--- src/rtl/tft_fifo_drain_ctrl_if.sv ---
// Signal bundle between the frame drain controller, the pixel SyncFIFO read port
// and the downstream TFT pixel stream. The master side is the drain controller.
interface tft_fifo_drain_ctrl_if #(
    parameter int DATA_WIDTH  = 16,
    parameter int COORD_WIDTH = 9
);
    logic                   fifo_rd_en;
    logic [DATA_WIDTH-1:0]  fifo_data;
    logic                   fifo_empty;
    logic                   pix_valid;
    logic                   pix_ready;
    logic [DATA_WIDTH-1:0]  pix_data;
    logic [COORD_WIDTH-1:0] pix_x;
    logic [COORD_WIDTH-1:0] pix_y;
    logic                   pix_sof;
    logic                   pix_eol;

    modport master (
        output fifo_rd_en,
        input  fifo_data, fifo_empty,
        output pix_valid,
        input  pix_ready,
        output pix_data, pix_x, pix_y, pix_sof, pix_eol
    );

    modport slave (
        input  fifo_rd_en,
        output fifo_data, fifo_empty,
        input  pix_valid,
        output pix_ready,
        input  pix_data, pix_x, pix_y, pix_sof, pix_eol
    );
endinterface

--- src/rtl/tft_fifo_drain_ctrl.sv ---
// Frame-level FIFO drain: pops h_active*v_active words and streams them out with
// x/y coordinates and frame markers, hiding the FIFO read latency with a skid register.
module tft_fifo_drain_ctrl #(
    parameter int DATA_WIDTH  = 16,
    parameter int COORD_WIDTH = 9
) (
    input  logic                   clk,
    input  logic                   reset_n,
    input  logic                   start,
    input  logic                   abort,
    input  logic [COORD_WIDTH-1:0] h_active,
    input  logic [COORD_WIDTH-1:0] v_active,
    tft_fifo_drain_ctrl_if.master  bus,
    output logic                   busy,
    output logic                   frame_done,
    output logic [15:0]            underrun_cnt
);
    localparam int REQ_WIDTH = 2 * COORD_WIDTH;

    typedef enum logic [1:0] {IDLE, RUN, FLUSH} state_t;

    state_t                 state;
    logic [REQ_WIDTH-1:0]   req_left;
    logic [COORD_WIDTH-1:0] h_lat, v_lat;
    logic [COORD_WIDTH-1:0] nx, ny;
    logic                   inflight;
    logic                   skid_valid;
    logic [DATA_WIDTH-1:0]  skid_data;

    logic                   take;
    logic                   out_free;
    logic                   load_out;
    logic                   last_x;
    logic                   last_pix;
    logic [1:0]             occ;
    logic [DATA_WIDTH-1:0]  load_data;

    // NOTE: combinational helpers use blocking assignments and get a value on
    // every path, so no latch can be inferred.
    always_comb begin
        take      = bus.pix_valid && bus.pix_ready;
        out_free  = !bus.pix_valid || take;
        load_out  = out_free && (skid_valid || inflight);
        load_data = skid_valid ? skid_data : bus.fifo_data;
        last_x    = (nx == h_lat - 1'b1);
        last_pix  = take && (bus.pix_x == h_lat - 1'b1) && (bus.pix_y == v_lat - 1'b1);
        occ       = 2'(bus.pix_valid) + 2'(inflight) + 2'(skid_valid);
    end

    // Issue only while a slot will be free when the word lands; abort blocks the read
    // in its own cycle so nothing more is popped for a frame being dropped.
    assign bus.fifo_rd_en = (state == RUN) && !abort && !bus.fifo_empty &&
                            (req_left != '0) && ((occ - 2'(take)) < 2'd2);

    // NOTE: all state, including the data registers, is reset so every output
    // reads 0 the moment reset_n falls; sequential state uses non-blocking assignments.
    always_ff @(posedge clk or negedge reset_n) begin
        if (!reset_n) begin
            state         <= IDLE;
            req_left      <= '0;
            h_lat         <= '0;
            v_lat         <= '0;
            nx            <= '0;
            ny            <= '0;
            inflight      <= 1'b0;
            skid_valid    <= 1'b0;
            skid_data     <= '0;
            bus.pix_valid <= 1'b0;
            bus.pix_data  <= '0;
            bus.pix_x     <= '0;
            bus.pix_y     <= '0;
            bus.pix_sof   <= 1'b0;
            bus.pix_eol   <= 1'b0;
            busy          <= 1'b0;
            frame_done    <= 1'b0;
            underrun_cnt  <= '0;
        end else begin
            frame_done <= 1'b0;
            unique case (state)
                IDLE: begin
                    if (start) begin
                        if (h_active != '0 && v_active != '0) begin
                            state        <= RUN;
                            busy         <= 1'b1;
                            h_lat        <= h_active;
                            v_lat        <= v_active;
                            req_left     <= REQ_WIDTH'(h_active) * REQ_WIDTH'(v_active);
                            nx           <= '0;
                            ny           <= '0;
                            underrun_cnt <= '0;
                        end else begin
                            frame_done <= 1'b1;
                        end
                    end
                end

                RUN: begin
                    if (bus.fifo_empty && req_left != '0 && !bus.pix_valid &&
                        underrun_cnt != 16'hFFFF) begin
                        underrun_cnt <= underrun_cnt + 1'b1;
                    end
                    if (abort) begin
                        state         <= FLUSH;
                        inflight      <= 1'b0;
                        skid_valid    <= 1'b0;
                        bus.pix_valid <= 1'b0;
                    end else begin
                        inflight <= bus.fifo_rd_en;
                        if (bus.fifo_rd_en) begin
                            req_left <= req_left - 1'b1;
                        end
                        if (last_pix) begin
                            state         <= IDLE;
                            busy          <= 1'b0;
                            frame_done    <= 1'b1;
                            bus.pix_valid <= 1'b0;
                            skid_valid    <= 1'b0;
                        end else begin
                            if (load_out) begin
                                bus.pix_valid <= 1'b1;
                                bus.pix_data  <= load_data;
                                bus.pix_x     <= nx;
                                bus.pix_y     <= ny;
                                bus.pix_sof   <= (nx == '0) && (ny == '0);
                                bus.pix_eol   <= last_x;
                                nx            <= last_x ? '0 : nx + 1'b1;
                                ny            <= last_x ? ny + 1'b1 : ny;
                            end else if (take) begin
                                bus.pix_valid <= 1'b0;
                            end
                            // Returning data parks in the skid register unless it goes straight out.
                            if (inflight && (skid_valid || !out_free)) begin
                                skid_data <= bus.fifo_data;
                            end
                            if (out_free) begin
                                skid_valid <= skid_valid && inflight;
                            end else begin
                                skid_valid <= skid_valid || inflight;
                            end
                        end
                    end
                end

                FLUSH: begin
                    state         <= IDLE;
                    busy          <= 1'b0;
                    inflight      <= 1'b0;
                    skid_valid    <= 1'b0;
                    bus.pix_valid <= 1'b0;
                end

                default: state <= IDLE;
            endcase
        end
    end
endmodule

--- src/flat_wrapper.sv ---
// flat-port wrapper written by rule: the top's interface ports become plain ports
module tft_fifo_drain_ctrl_flat 
#(
    parameter int DATA_WIDTH  = 16,
    parameter int COORD_WIDTH = 9
)
  (clk, reset_n, start, abort, h_active, v_active, busy, frame_done, underrun_cnt, bus_fifo_rd_en, bus_fifo_data, bus_fifo_empty, bus_pix_valid, bus_pix_ready, bus_pix_data, bus_pix_x, bus_pix_y, bus_pix_sof, bus_pix_eol);
  tft_fifo_drain_ctrl_if #(.DATA_WIDTH(DATA_WIDTH), .COORD_WIDTH(COORD_WIDTH)) bus_i ();
  input  logic clk;
  input  logic reset_n;
  input  logic start;
  input  logic abort;
  input  logic [COORD_WIDTH-1:0] h_active;
  input  logic [COORD_WIDTH-1:0] v_active;
  output logic busy;
  output logic frame_done;
  output logic [15:0] underrun_cnt;
  output wire logic [$bits(bus_i.fifo_rd_en)-1:0] bus_fifo_rd_en;
  input wire logic [$bits(bus_i.fifo_data)-1:0] bus_fifo_data;
  input wire logic [$bits(bus_i.fifo_empty)-1:0] bus_fifo_empty;
  output wire logic [$bits(bus_i.pix_valid)-1:0] bus_pix_valid;
  input wire logic [$bits(bus_i.pix_ready)-1:0] bus_pix_ready;
  output wire logic [$bits(bus_i.pix_data)-1:0] bus_pix_data;
  output wire logic [$bits(bus_i.pix_x)-1:0] bus_pix_x;
  output wire logic [$bits(bus_i.pix_y)-1:0] bus_pix_y;
  output wire logic [$bits(bus_i.pix_sof)-1:0] bus_pix_sof;
  output wire logic [$bits(bus_i.pix_eol)-1:0] bus_pix_eol;
  assign bus_fifo_rd_en = bus_i.fifo_rd_en;
  assign bus_i.fifo_data = bus_fifo_data;
  assign bus_i.fifo_empty = bus_fifo_empty;
  assign bus_pix_valid = bus_i.pix_valid;
  assign bus_i.pix_ready = bus_pix_ready;
  assign bus_pix_data = bus_i.pix_data;
  assign bus_pix_x = bus_i.pix_x;
  assign bus_pix_y = bus_i.pix_y;
  assign bus_pix_sof = bus_i.pix_sof;
  assign bus_pix_eol = bus_i.pix_eol;
  tft_fifo_drain_ctrl #(.DATA_WIDTH(DATA_WIDTH), .COORD_WIDTH(COORD_WIDTH)) u_core (.clk(clk), .reset_n(reset_n), .start(start), .abort(abort), .h_active(h_active), .v_active(v_active), .bus(bus_i), .busy(busy), .frame_done(frame_done), .underrun_cnt(underrun_cnt));
endmodule
--- config.mk ---
export PLATFORM = sky130hd
export DESIGN_NAME = tft_fifo_drain_ctrl_flat
export DESIGN_NICKNAME = d
export VERILOG_FILES = /design/src/rtl/tft_fifo_drain_ctrl_if.sv /design/src/rtl/tft_fifo_drain_ctrl.sv /design/src/flat_wrapper.sv
export SDC_FILE = /design/constraint.sdc
export NUM_CORES = 1
export LEC_CHECK = 0
export CORE_UTILIZATION = 45
export CTS_CLUSTER_SIZE = 25
export DETAILED_ROUTE_END_ITERATION = 6
export HOLD_SLACK_MARGIN = 0.1
export PLACE_DENSITY_LB_ADDON = 0.3
export SLEW_MARGIN = 20
export SYNTH_ARGS = -nofsm -noshare
export SYNTH_HDL_FRONTEND = slang
export SYNTH_SLANG_ARGS = --single-unit
--- constraint.sdc ---
create_clock -name clk -period 2.7 [get_ports clk]
set_clock_uncertainty 0.15 [all_clocks]
set_input_delay 0.27 -clock clk [delete_from_list [all_inputs] [get_ports clk]]
set_output_delay 0.27 -clock clk [all_outputs]
set_load 0.01 [all_outputs]
==> summary.md <==
| Metric | Value |
|---|---|
| Data required, critical path | `2.87 ns` |
| Routed vias | `9,108` |
| Core Util, Final | `0.6919` |
| Length of routed met2 wiring | `14.74 mm` |
| Area share of fa/ha/maj cells after synthesis | `0.1696` |
| Post-synth top area cell | `sky130_fd_sc_hd__dfrtp_1` |
| Cell count after synthesis | `1,051` |
| TritonCTS clock tree | `built` |
| Number of nets at the end of the flow | `1,461` |
| Post-route clock period utilization | `1.523` |
| Initial core utilization | `0.4599` |
| Share of synthesized cell area in and, or, nand and nor gates | `0.1890` |
| Fraction of final layout cells sized beyond drive strength 1 | `0.3881` |
| Boundary pin count | `96` |
| Row cnt | `53` |
| Multi-input logic area | `6893 µm²` |
| Hold/Removal Path Class | `primary input to flip-flop` |
| Least setup slack across all paths after layout | `-1.412 ns` |
| Antenna violations before repair | `0` |
| Status | `finished, violations left` |
| Remaining antenna violation count | `0` |
| Detailed-routed wire length on met3 | `1.746 mm` |
| Worst r2r src | `u_core.h_lat[1]` |
| Sequential Area | `3229 µm²` |
| YS warnings | `0` |
| GR Overflow Total | `0` |
| Critical Path Start | `h_active[1]` |
| Synth Net Count | `1,192` |
| Area fraction of the dominant cell type after synthesis | `0.3339` |
| Crit end category | `flip-flop` |
| Number of global-route vias before repair | `9,054` |
| H-tree Lvls | `4` |
| Ant. Diodes | `0` |
| Post-Synth XOR/XNOR Area | `0.04090` |
| Remaining max-slew budget at the tightest pin | `0.4725` |
| Highest signal layer in the routed design | `met4` |
| GPL Wtd Cong | `0.9048` |
| Top area cells in the synthesized netlist | `sky130_fd_sc_hd__dfrtp_1 (33%), sky130_fd_sc_hd__fa_1 (10%), sky130_fd_sc_hd__ha_1 (6.6%)` |
| Final Hold Vio Count | `0` |
| Iteration-0 DRC count of the detailed router | `583` |
| GRT Total Usage | `0.2672` |
| Routed length on met1 | `12.71 mm` |
| Cell area after technology mapping | `9667 µm²` |
| Critical Path Start Type | `primary input` |
| Horizontal die dimension | `148.6 µm` |
| Average wire per standard cell | `18.73 µm` |
| FMAX | `0.2432 GHz` |
| Setup Slack @ Placement | `-2.358 ns` |
| Minimum clock period after layout | `4.112 ns` |
| Via count normalized by instance count | `5.668` |
| Clock Latency Late Sink | `0.42 ns` |
| Proportion of synthesized chip area in sequential cells | `0.3339` |
| Synthesis-stage register bit count | `129` |
| Transition time at the pin with the least slew margin | `0.7883 ns` |
| Worst min-delay path startpoint | `v_active[3]` |
| Total die area | `22,070 µm²` |
| Pre-antenna DRT Iters | `5` |
| Final routed wirelength across all metal layers | `30.11 mm` |
| Detail Placement HPWL | `19.15 mm` |
| Max Fanout on Critical Path | `4` |
| Post-synthesis average cell area | `9.198 µm²` |
| Number of distinct library cells after synthesis | `65` |
| WP data arrival | `4.28 ns` |
| Multiplexer share of the synthesized area | `0.07404` |
| Number of flops mapped to enable cells by yosys | `0` |
| RSZ-0062 raised after global routing | `true` |
| Share of synthesized flip-flops with an asynchronous set or reset | `1.000` |
| Synth-to-Final Area Change | `50.47%` |
| Maxcap violations | `0` |
| Lkg Pwr | `0.006520 µW` |
| Clk Tree Root Cell | `sky130_fd_sc_hd__clkbuf_16` |
| Cts bufs inserted | `17` |
| Pin count of the biggest net entering global routing | `54` |
| Number of remaining DRC errors | `0` |
| Peak VDD IR | `0.0004969 V` |
| Clock sink count | `129` |
| Pins over their slew limit | `0` |
| Commonest non-fill, non-tap cell in the layout | `sky130_fd_sc_hd__buf_4` |
| Total core area | `21,020 µm²` |
| Die height | `148.6 µm` |
| Post-synthesis compound-gate area fraction | `0.1278` |
| Pwr/cell area | `942.8 nW/µm²` |
| Global-route wire length before repair | `46.15 mm` |
| Fill cell total of the finished layout | `1,419` |
| Setup Crit Path Kind | `primary input to flip-flop` |
| Largest family of logic cells by synthesized area | `simple AND/OR/NAND/NOR gates` |
| Clock-pin slew on the worst setup and hold paths | `0.07 ns` |
| Failing checks | `negative setup slack` |
| Most frequent cells in the layout | `sky130_fd_sc_hd__buf_4 (147), sky130_fd_sc_hd__dfrtp_1 (128), sky130_fd_sc_hd__clkdlybuf4s50_1 (75)` |
| Prevailing post-synth register cell | `sky130_fd_sc_hd__dfrtp_1` |
| Number of setup violations in the final report | `89` |
| Port Buf Inserts | `95` |
| Maximum number of buffers from clock root to sink | `2` |
==> area by class of cell <==
class | instances | share of cell area
inverters | 100 | 0.02581
flip-flops and latches | 129 | 0.2220
well taps | 275 | 0.02366
repair buffers | 309 | 0.2092
clock buffers | 19 | 0.03114
clock inverters | 12 | 0.01428
multi-input cells | 763 | 0.4739
==> through the flow <==
stage | hold WS, ns | TNS [ns] | power [µW] | instance area [µm²] | std cells
2_1_floorplan | -0.1756 | -22.41 | 6864 | 10240 | 1051
3_3_place_gp | 0.09227 | -55.92 | 9028 | 12180 | 1510
3_5_place_dp | 0.09391 | -58.83 | 9140 | 12180 | 1510
4_1_cts | 0.1006 | -34.39 | 12740 | 13900 | 1589
5_1_grt | 0.1218 | -39.67 | 14530 | 14550 | 1607
6_report | 0.1287 | -32.05 | 13710 | 14550 | 1607
==> cells in the mapped netlist (all sizes together), types with 5 or more instances <==
master,n
nor2b,12
xor2,10
a221oi,7
dfrtp,129
nand4,15
a31oi,15
mux2i,22
fa,50
inv,99
nor2,39
and2,58
or3,8
and3,11
ha,51
mux2,44
buf,16
nand2b,12
o22ai,12
a21oi,41
nor4,13
o21ai,99
nand3,40
nor3,22
o31ai,5
xnor2,30
nor3b,7
nand2,92
clkbuf,43
==> path summary, 6_finish.rpt <==
check	end	slack, ns	depth (start not counted)
setup / recovery	u_core.req_left[17]	-1.41	18
hold / removal	u_core.v_lat[3]	0.13	3
setup reg to reg	u_core.nx[3]	-0.34	13
hold reg to reg	u_core.bus.pix_data[3]	0.35	2
max in group asynchronous	u_core.skid_data[1]	1.39	3
min in group asynchronous	u_core.v_lat[8]	0.20	2
==> logic make-up (layout without fill, tap and decap cells) <==
| group | Yosys count | after routing |
|---|---|---|
| and+or+nand+nor | 344 | 344 |
| AOI/OAI and AO/OA | 210 | 210 |
| buffers and inverters | 159 | 440 |
| DFF | 129 | 129 |
| adders and majority gates | 101 | 101 |
| muxes | 66 | 66 |
| xor gates and xnor gates | 42 | 42 |
==> critical path, stage by stage <==
cell and delay, ns:
sky130_fd_sc_hd__buf_2 0.12, sky130_fd_sc_hd__nand2_2 0.06, sky130_fd_sc_hd__fa_1 0.46, sky130_fd_sc_hd__fa_1 0.53
sky130_fd_sc_hd__inv_2 0.05, sky130_fd_sc_hd__fa_1 0.55, sky130_fd_sc_hd__inv_2 0.04, sky130_fd_sc_hd__fa_1 0.52
sky130_fd_sc_hd__inv_2 0.06, sky130_fd_sc_hd__ha_4 0.28, sky130_fd_sc_hd__nand3_2 0.06, sky130_fd_sc_hd__o2111ai_2 0.23
sky130_fd_sc_hd__and2_4 0.21, sky130_fd_sc_hd__a41oi_2 0.14, sky130_fd_sc_hd__a21oi_2 0.20, sky130_fd_sc_hd__a31oi_2 0.11
sky130_fd_sc_hd__xnor2_1 0.13, sky130_fd_sc_hd__a221oi_1 0.26
==> power by group <==
part           switching [µW]  internal [µW]
Combinational            4000           4200
Clock                     911           1690
Sequential                509           2400
Total                    5420           8290
==> per-layer routing <==
layer,up-vias,global-route usage
li1,4172,-
met3,76,0.04939
met5,-,0
met4,0,0.09742
met1,4529,0.3582
met2,331,0.4304
==> registers in the layout, summed over array words and instances, names as in the netlist <==
name / count
u_core.v_lat: 9
u_core.bus.pix_eol: 1
u_core.bus.pix_sof: 1
u_core.skid_valid: 1
u_core.ny: 9
u_core.bus.pix_data: 16
u_core.state: 2
u_core.h_lat: 9
u_core.bus.pix_y: 9
u_core.bus.pix_valid: 1
u_core.underrun_cnt: 16
u_core.inflight: 1
u_core.req_left: 18
u_core.nx: 9
u_core.frame_done: 1
u_core.bus.pix_x: 9
u_core.skid_data: 16
u_core.busy: 1
==> timing repair <==
item / 4_1_cts / 5_1_grt
buffers inserted: 35 / 22
hold buffers: 6 / 2
hold endpoints to repair: 66 / 2
pin swaps: 105 / 81
gates cloned: 9 / 0
endpoints found under the setup margin: 93 / 105
gates resized for setup: 250 / 142
Power figures use the tool's default switching activity.
